File: config.mk
export PLATFORM = sky130hd
export DESIGN_NAME = key_event_filter
export DESIGN_NICKNAME = d
export VERILOG_FILES = /design/src/rtl/kp_pkg.sv /design/src/rtl/key_classify.sv /design/src/rtl/key_event_filter.sv
export SDC_FILE = /design/constraint.sdc
export NUM_CORES = 1
export LEC_CHECK = 0
export CELL_PAD_IN_SITES_DETAIL_PLACEMENT = 0
export CELL_PAD_IN_SITES_GLOBAL_PLACEMENT = 1
export CORE_MARGIN = 5
export CORE_UTILIZATION = 38
export DETAILED_ROUTE_END_ITERATION = 6
export PLACE_DENSITY = 0.84
export SLEW_MARGIN = 15
export SYNTH_ARGS = -nofsm -noshare
export SYNTH_HDL_FRONTEND = slang
export SYNTH_SLANG_ARGS = --single-unit
File: constraint.sdc
create_clock -name clk -period 4.2 [get_ports clk]
set_input_delay 0.84 -clock clk [delete_from_list [all_inputs] [get_ports clk]]
set_output_delay 0.84 -clock clk [all_outputs]
set_load 0.01 [all_outputs]
File: src/rtl/kp_pkg.sv
// Shared keypad definitions: debounce FSM states, the "no button" code and the
// reference snapshot classifier that the scanner self-check also uses.
package kp_pkg;

   typedef enum logic [1:0] {IDLE, ARMING, HELD, RELEASING} kp_state_e;

   localparam logic [4:0] BTN_NONE = 5'd0;

   // Returns {multi, code}. code is the lowest pressed key index + 1 (0 if none).
   function automatic logic [5:0] key_code(input logic [15:0] keys);
      logic [4:0] code;
      logic [4:0] ones;
      code = BTN_NONE;
      ones = '0;
      for (int i = 15; i >= 0; i--) begin
         if (keys[i]) code = 5'(i + 1);
         ones = ones + 5'(keys[i]);
      end
      return {(ones > 5'd1), code};
   endfunction

endpackage

File: src/rtl/key_classify.sv
// Combinational snapshot classifier: zero / one-hot / multi detect plus a
// priority encode of the pressed key into a 1-based button code.
module key_classify
   import kp_pkg::*;
(
   input  logic [15:0] keys,
   output logic        multi,
   output logic [4:0]  code
);

   logic [15:0] rest;

   // Clearing the lowest set bit leaves something only if two or more keys are down.
   assign rest  = keys & (keys - 16'd1);
   assign multi = |rest;

   always_comb begin
      code = BTN_NONE;
      for (int i = 15; i >= 0; i--) begin
         if (keys[i]) code = 5'(i + 1);
      end
   end

endmodule

File: src/rtl/key_event_filter.sv
// Debounces per-scan key snapshots into a stable button code and emits
// single-cycle press/release events for the tone generator.
module key_event_filter
   import kp_pkg::*;
#(
   parameter int DEB_SCANS  = 3,
   parameter bit MULTI_HOLD = 1'b1
) (
   input  logic        clk,
   input  logic        rst,
   input  logic        scan,
   input  logic [15:0] keys,
   output logic [4:0]  btn,
   output logic        btn_evt,
   output logic        btn_press,
   output logic        multi_err
);

   localparam int             CW      = $clog2(DEB_SCANS + 1);
   localparam logic [CW-1:0]  DEB_MAX = CW'(DEB_SCANS);
   localparam logic [CW-1:0]  CNT_ONE = CW'(1);

   kp_state_e     state, state_n;
   logic [4:0]    cand, cand_n;
   logic [CW-1:0] cnt, cnt_n, cnt_inc;
   logic [4:0]    btn_n, new_code;
   logic          evt_n, press_n, err_n, commit;
   logic          raw_multi, ignore;
   logic [4:0]    raw_code, code;

   key_classify u_classify (
      .keys  (keys),
      .multi (raw_multi),
      .code  (raw_code)
   );

   // A held multi-key scan is invisible to debounce; otherwise it reads as "no key".
   assign ignore  = raw_multi && MULTI_HOLD;
   assign code    = raw_multi ? BTN_NONE : raw_code;
   assign cnt_inc = (cnt == DEB_MAX) ? cnt : cnt + CNT_ONE;

   always_ff @(posedge clk) begin
      if (!rst) begin
         state     <= IDLE;
         cand      <= BTN_NONE;
         cnt       <= '0;
         btn       <= BTN_NONE;
         btn_evt   <= 1'b0;
         btn_press <= 1'b0;
         multi_err <= 1'b0;
      end else begin
         state     <= state_n;
         cand      <= cand_n;
         cnt       <= cnt_n;
         btn       <= btn_n;
         btn_evt   <= evt_n;
         btn_press <= press_n;
         multi_err <= err_n;
      end
   end

   always_comb begin
      state_n  = state;
      cand_n   = cand;
      cnt_n    = cnt;
      btn_n    = btn;
      evt_n    = 1'b0;
      press_n  = btn_press;
      err_n    = multi_err;
      commit   = 1'b0;
      new_code = cand;

      if (scan) begin
         if (raw_multi) err_n = 1'b1;
         if (!ignore) begin
            unique case (state)
               IDLE: begin
                  if (code != BTN_NONE) begin
                     if (DEB_SCANS == 1) begin
                        commit   = 1'b1;
                        new_code = code;
                     end else begin
                        cand_n  = code;
                        cnt_n   = CNT_ONE;
                        state_n = ARMING;
                     end
                  end
               end
               ARMING: begin
                  if (code == cand) begin
                     if (cnt_inc == DEB_MAX) commit = 1'b1;
                     else                    cnt_n  = cnt_inc;
                  end else if (code != BTN_NONE) begin
                     cand_n = code;
                     cnt_n  = CNT_ONE;
                  end else begin
                     cand_n  = BTN_NONE;
                     cnt_n   = '0;
                     state_n = IDLE;
                  end
               end
               HELD: begin
                  if (code == btn) begin
                     cnt_n = '0;
                  end else if (DEB_SCANS == 1) begin
                     commit   = 1'b1;
                     new_code = code;
                  end else begin
                     cand_n  = code;
                     cnt_n   = CNT_ONE;
                     state_n = RELEASING;
                  end
               end
               RELEASING: begin
                  // Bouncing back to the held key cancels the pending change silently.
                  if (code == btn) begin
                     cnt_n   = '0;
                     state_n = HELD;
                  end else if (code == cand) begin
                     if (cnt_inc == DEB_MAX) commit = 1'b1;
                     else                    cnt_n  = cnt_inc;
                  end else begin
                     cand_n = code;
                     cnt_n  = CNT_ONE;
                  end
               end
               default: state_n = IDLE;
            endcase
         end
      end

      if (commit) begin
         btn_n   = new_code;
         cand_n  = new_code;
         cnt_n   = '0;
         evt_n   = 1'b1;
         press_n = (new_code != BTN_NONE);
         state_n = (new_code == BTN_NONE) ? IDLE : HELD;
      end
   end

endmodule

==> impl_metrics.py <==
metrics = {
    "floorplanning": {
        "die_area_um2": 5132,
        "die-height_um": 71.64,
        "io_pins": 27,
        "dieWidth_um": 71.64,
        "coreArea_um2": 3661,
        "rows": 22,
        "start_util_pct": 39.44,
    },
    "routing": {
        "drt_iter0_drc": 140,
        "dr.pass1.iters": 4,
        "vias": 1748,
        "wl_per_cell_um": 15.73,
        "via_per_inst": 5.886,
        "drc": 0,
        "routed_wl_um": 4671,
        "antenna_left": 0,
    },
    "timing": {
        "fin_crit_sh_pct": 97.17,
        "worst_slew_pin_slew_ps": 544.6,
        "fmax_ghz": 0.2450,
        "worst_slack_ps": 118.7,
        "finClkSkew_ps": 8.161,
        "finalMaxSlewViolations": 0,
        "hold_violations": 0,
        "maxSlewHeadroom_pct": 62.76,
        "rsz0062_at_grt": "no",
        "period_needed_ps": 4081,
        "finalSetupViolations": 0,
    },
    "cells_and_area": {
        "seqCellArea_um2": 340.3,
        "areaGrowthSynthToFinish_pct": 49.39,
        "nFillCells": 325,
        "final_nets": 271,
        "drive_above_1_share_pct": 29.72,
        "fin_util_pct": 58.92,
        "num_antenna_cells": 0,
        "multi_input_comb_area_um2": 1057,
        "final_cells": 297,
    },
    "global_route": {
        "grt_use_met1_pct": 26.14,
        "top_usage_layer": "met2",
        "antenna_found_initial": 0,
        "gr-usage-met3_pct": 3.366,
        "grt_pass1_vias": 1619,
        "grtUsageTotal_pct": 18.51,
        "grt_pass1_wl_um": 7714,
        "met2_usage_pct": 29.39,
        "grt_start_max_net_pins": 13,
        "grt.overflow.total": 0,
    },
    "pwr": {
        "irDropWorstVdd_uv": 127.9,
        "p_sw_mw": 0.09078,
        "power.share.sequential_pct": 45.0,
        "p_comb_share_pct": 20.3,
        "power_density_nw_per_um2": 167.2,
        "pwr-share-clk_pct": 34.7,
        "p_leak_nw": 0.7749,
        "p_sw_share_pct": 25.17,
        "p_int_mw": 0.2699,
        "p_total_mw": 0.3607,
    },
    "logic_synthesis": {
        "synth_area_per_cell_um2": 8.204,
        "synth_ff_type": "dfxtp_1",
        "synth_cells": 176,
        "yosys-top-cells-count": "17 x dfxtp_1, 15 x a21oi_1, 10 x nor2_1, 10 x o21ai_0",
        "ys_seq_elements": 17,
        "synth_edf_count": 0,
        "synth-async-reset-ratio_pct": 0,
        "yosysMostFrequentCell": "dfxtp_1",
        "synth_top_cell_by_area": "dfxtp_1",
        "synthSimpleGateAreaFrac_pct": 31.54,
        "yosys.area_share.xor_xnor_pct": 4.159,
        "yosysWarnings": 0,
        "yosysUniqueCellTypes": 56,
        "synth.top_cell.area_share_pct": 23.57,
        "synth_area_leaders": "dfxtp_1 24%, a21oi_1 5.2%, o31ai_2 4.3%, nand4_1 3.9%, or4_1 3.6%",
        "syn_nets": 197,
        "ys_seq_area_share_pct": 23.57,
        "synth_top_family_by_area": "compound AO/OA/AOI/OAI gates",
        "syn_area_um2": 1444,
        "synthAdderAreaFrac_pct": 1.733,
        "synth_compound_area_share_pct": 33.45,
        "synth.area.mux_share_pct": 0.6932,
    },
    "setup_path": {
        "r2r_cells": 9,
        "crit_path_end_kind": "flip-flop",
        "startpoint_type": "input pin",
        "critical_path_class": "input pin to flip-flop",
        "cp_data_required_time_ps": 4340,
        "critical_path.max_fanout": 6,
        "arrival_ps": 4220,
    },
    "clock_tree": {
        "cts_tree": "done",
        "cts.clk_slew.worst_paths_ps": 70,
        "htree_levels": 1,
        "cts_buffer_depth": 2,
        "clock_latency_ps": 260,
        "cts_hold_repair.buffers": 0,
        "clock_tree.root_cell": "clkbuf_8",
        "cts_sinks": 17,
        "cts_made_buffers": 3,
    },
    "placed_design": {
        "portBuffers": 26,
        "dp.cells": 289,
        "hpwl_um": 3660,
        "place_ws_ps": -384.8,
        "gp_congestion": 0.9052,
    },
    "status": {
        "status": "complete, no violations",
    },
    "job": {
        "cap_violations": 0,
    },
    "min_path": {
        "hold_path.class": "flip-flop to flip-flop",
        "holdPathStages": 1,
    },
}
## power by group through the flow
stage          combinational [mW]  sequential, mW  clock (mW)
2_1_floorplan              0.0211           0.166           0
3_3_place_gp               0.0710           0.166           0
3_5_place_dp               0.0716           0.166           0
4_1_cts                    0.0719           0.162       0.129
5_1_grt                    0.0797           0.162       0.134
6_report                   0.0733           0.162       0.125
## logic make-up (layout without fill, tap and decap cells)
kind of cell,Yosys count,count (layout)
AND/OR/NAND/NOR,71,71
adder cells (fa/ha/maj),2,2
AO/OA/AOI/OAI,65,65
XOR/XNOR,6,6
buffers and inverters,14,87
flip-flops,17,17
multiplexers,1,1
## worst max-delay path: stages
cell and delay, ps:
clkdlybuf4s50_1 440, or4_4 590, nor4_2 280, o2111ai_2 190, buf_4 200, nor4_1 320
buf_4 190, xor2_1 50, or3_4 320, or2_1 230, buf_4 160, o31ai_1 320
a21oi_1 80
## layout by cell type, fill, tap and decap left out, drive strengths merged, types with 2 or more instances in the layout
cell | synthesis | final
clkbuf | 1 | 4
a21oi | 15 | 15
a221oi | 2 | 2
or4 | 8 | 8
nor3 | 9 | 9
o311a | 2 | 2
o31ai | 6 | 6
xnor2 | 3 | 3
xor2 | 3 | 3
nand2 | 9 | 9
dfxtp | 17 | 17
nor2 | 11 | 11
inv | 9 | 9
or3 | 5 | 5
nand3 | 5 | 5
nor4 | 6 | 6
nand4 | 9 | 9
a2111oi | 3 | 3
a21boi | 2 | 2
clkdlybuf4s50 | 0 | 26
nand2b | 2 | 2
a31o | 3 | 3
buf | 4 | 48
nor2b | 2 | 2
o31a | 2 | 2
o2111ai | 3 | 3
o21ai | 14 | 14
ha | 2 | 2
## path summary, 6_finish.rpt
check / end / startpoint / slack (ps)
worst max register to register: state[0] / state[0] / 1890
worst min register to register: multi_err / multi_err / 490
worst min-delay path: multi_err / multi_err / 490
worst max-delay path: state[0] / keys[3] / 120
## per-stage QoR
stage / setup TNS (ps) / hold WS (ps) / cell area [um^2]
after floorplan: 0 / 453.8 / 1444
after global placement: -1314 / 444.5 / 2058
after detailed placement: -3822 / 477.4 / 2058
after CTS: 0 / 494.5 / 2112
after global routing: 0 / 541.0 / 2157
final: 0 / 485.5 / 2157
## registers in the layout (all words and copies together), names as in the netlist
| signal | flops |
|---|---|
| btn | 5 |
| cand | 5 |
| cnt | 2 |
| state | 2 |
| btn_evt | 1 |
| btn_press | 1 |
| multi_err | 1 |
## timing repair
item,in CTS,in global routing
hold endpoints to repair,0,0
setup buffers,0,4
pin swaps,0,1
resized for setup,1,3
endpoints found under the setup margin,9,13
## cell type report
cell class              count  area share [%]
clock buffers               4           2.088
inverters                   9           1.566
multi-input cells         145           49.01
flip-flops and latches     17           15.78
well taps                  48           2.784
repair buffers             74           28.77
## layer usage
layer	up-vias	share of wire (%)
met5	-	0
met4	0	0.94
met3	7	4.7
met2	54	47
met1	836	47
li1	851	-
(Power assumes the default switching activity.)
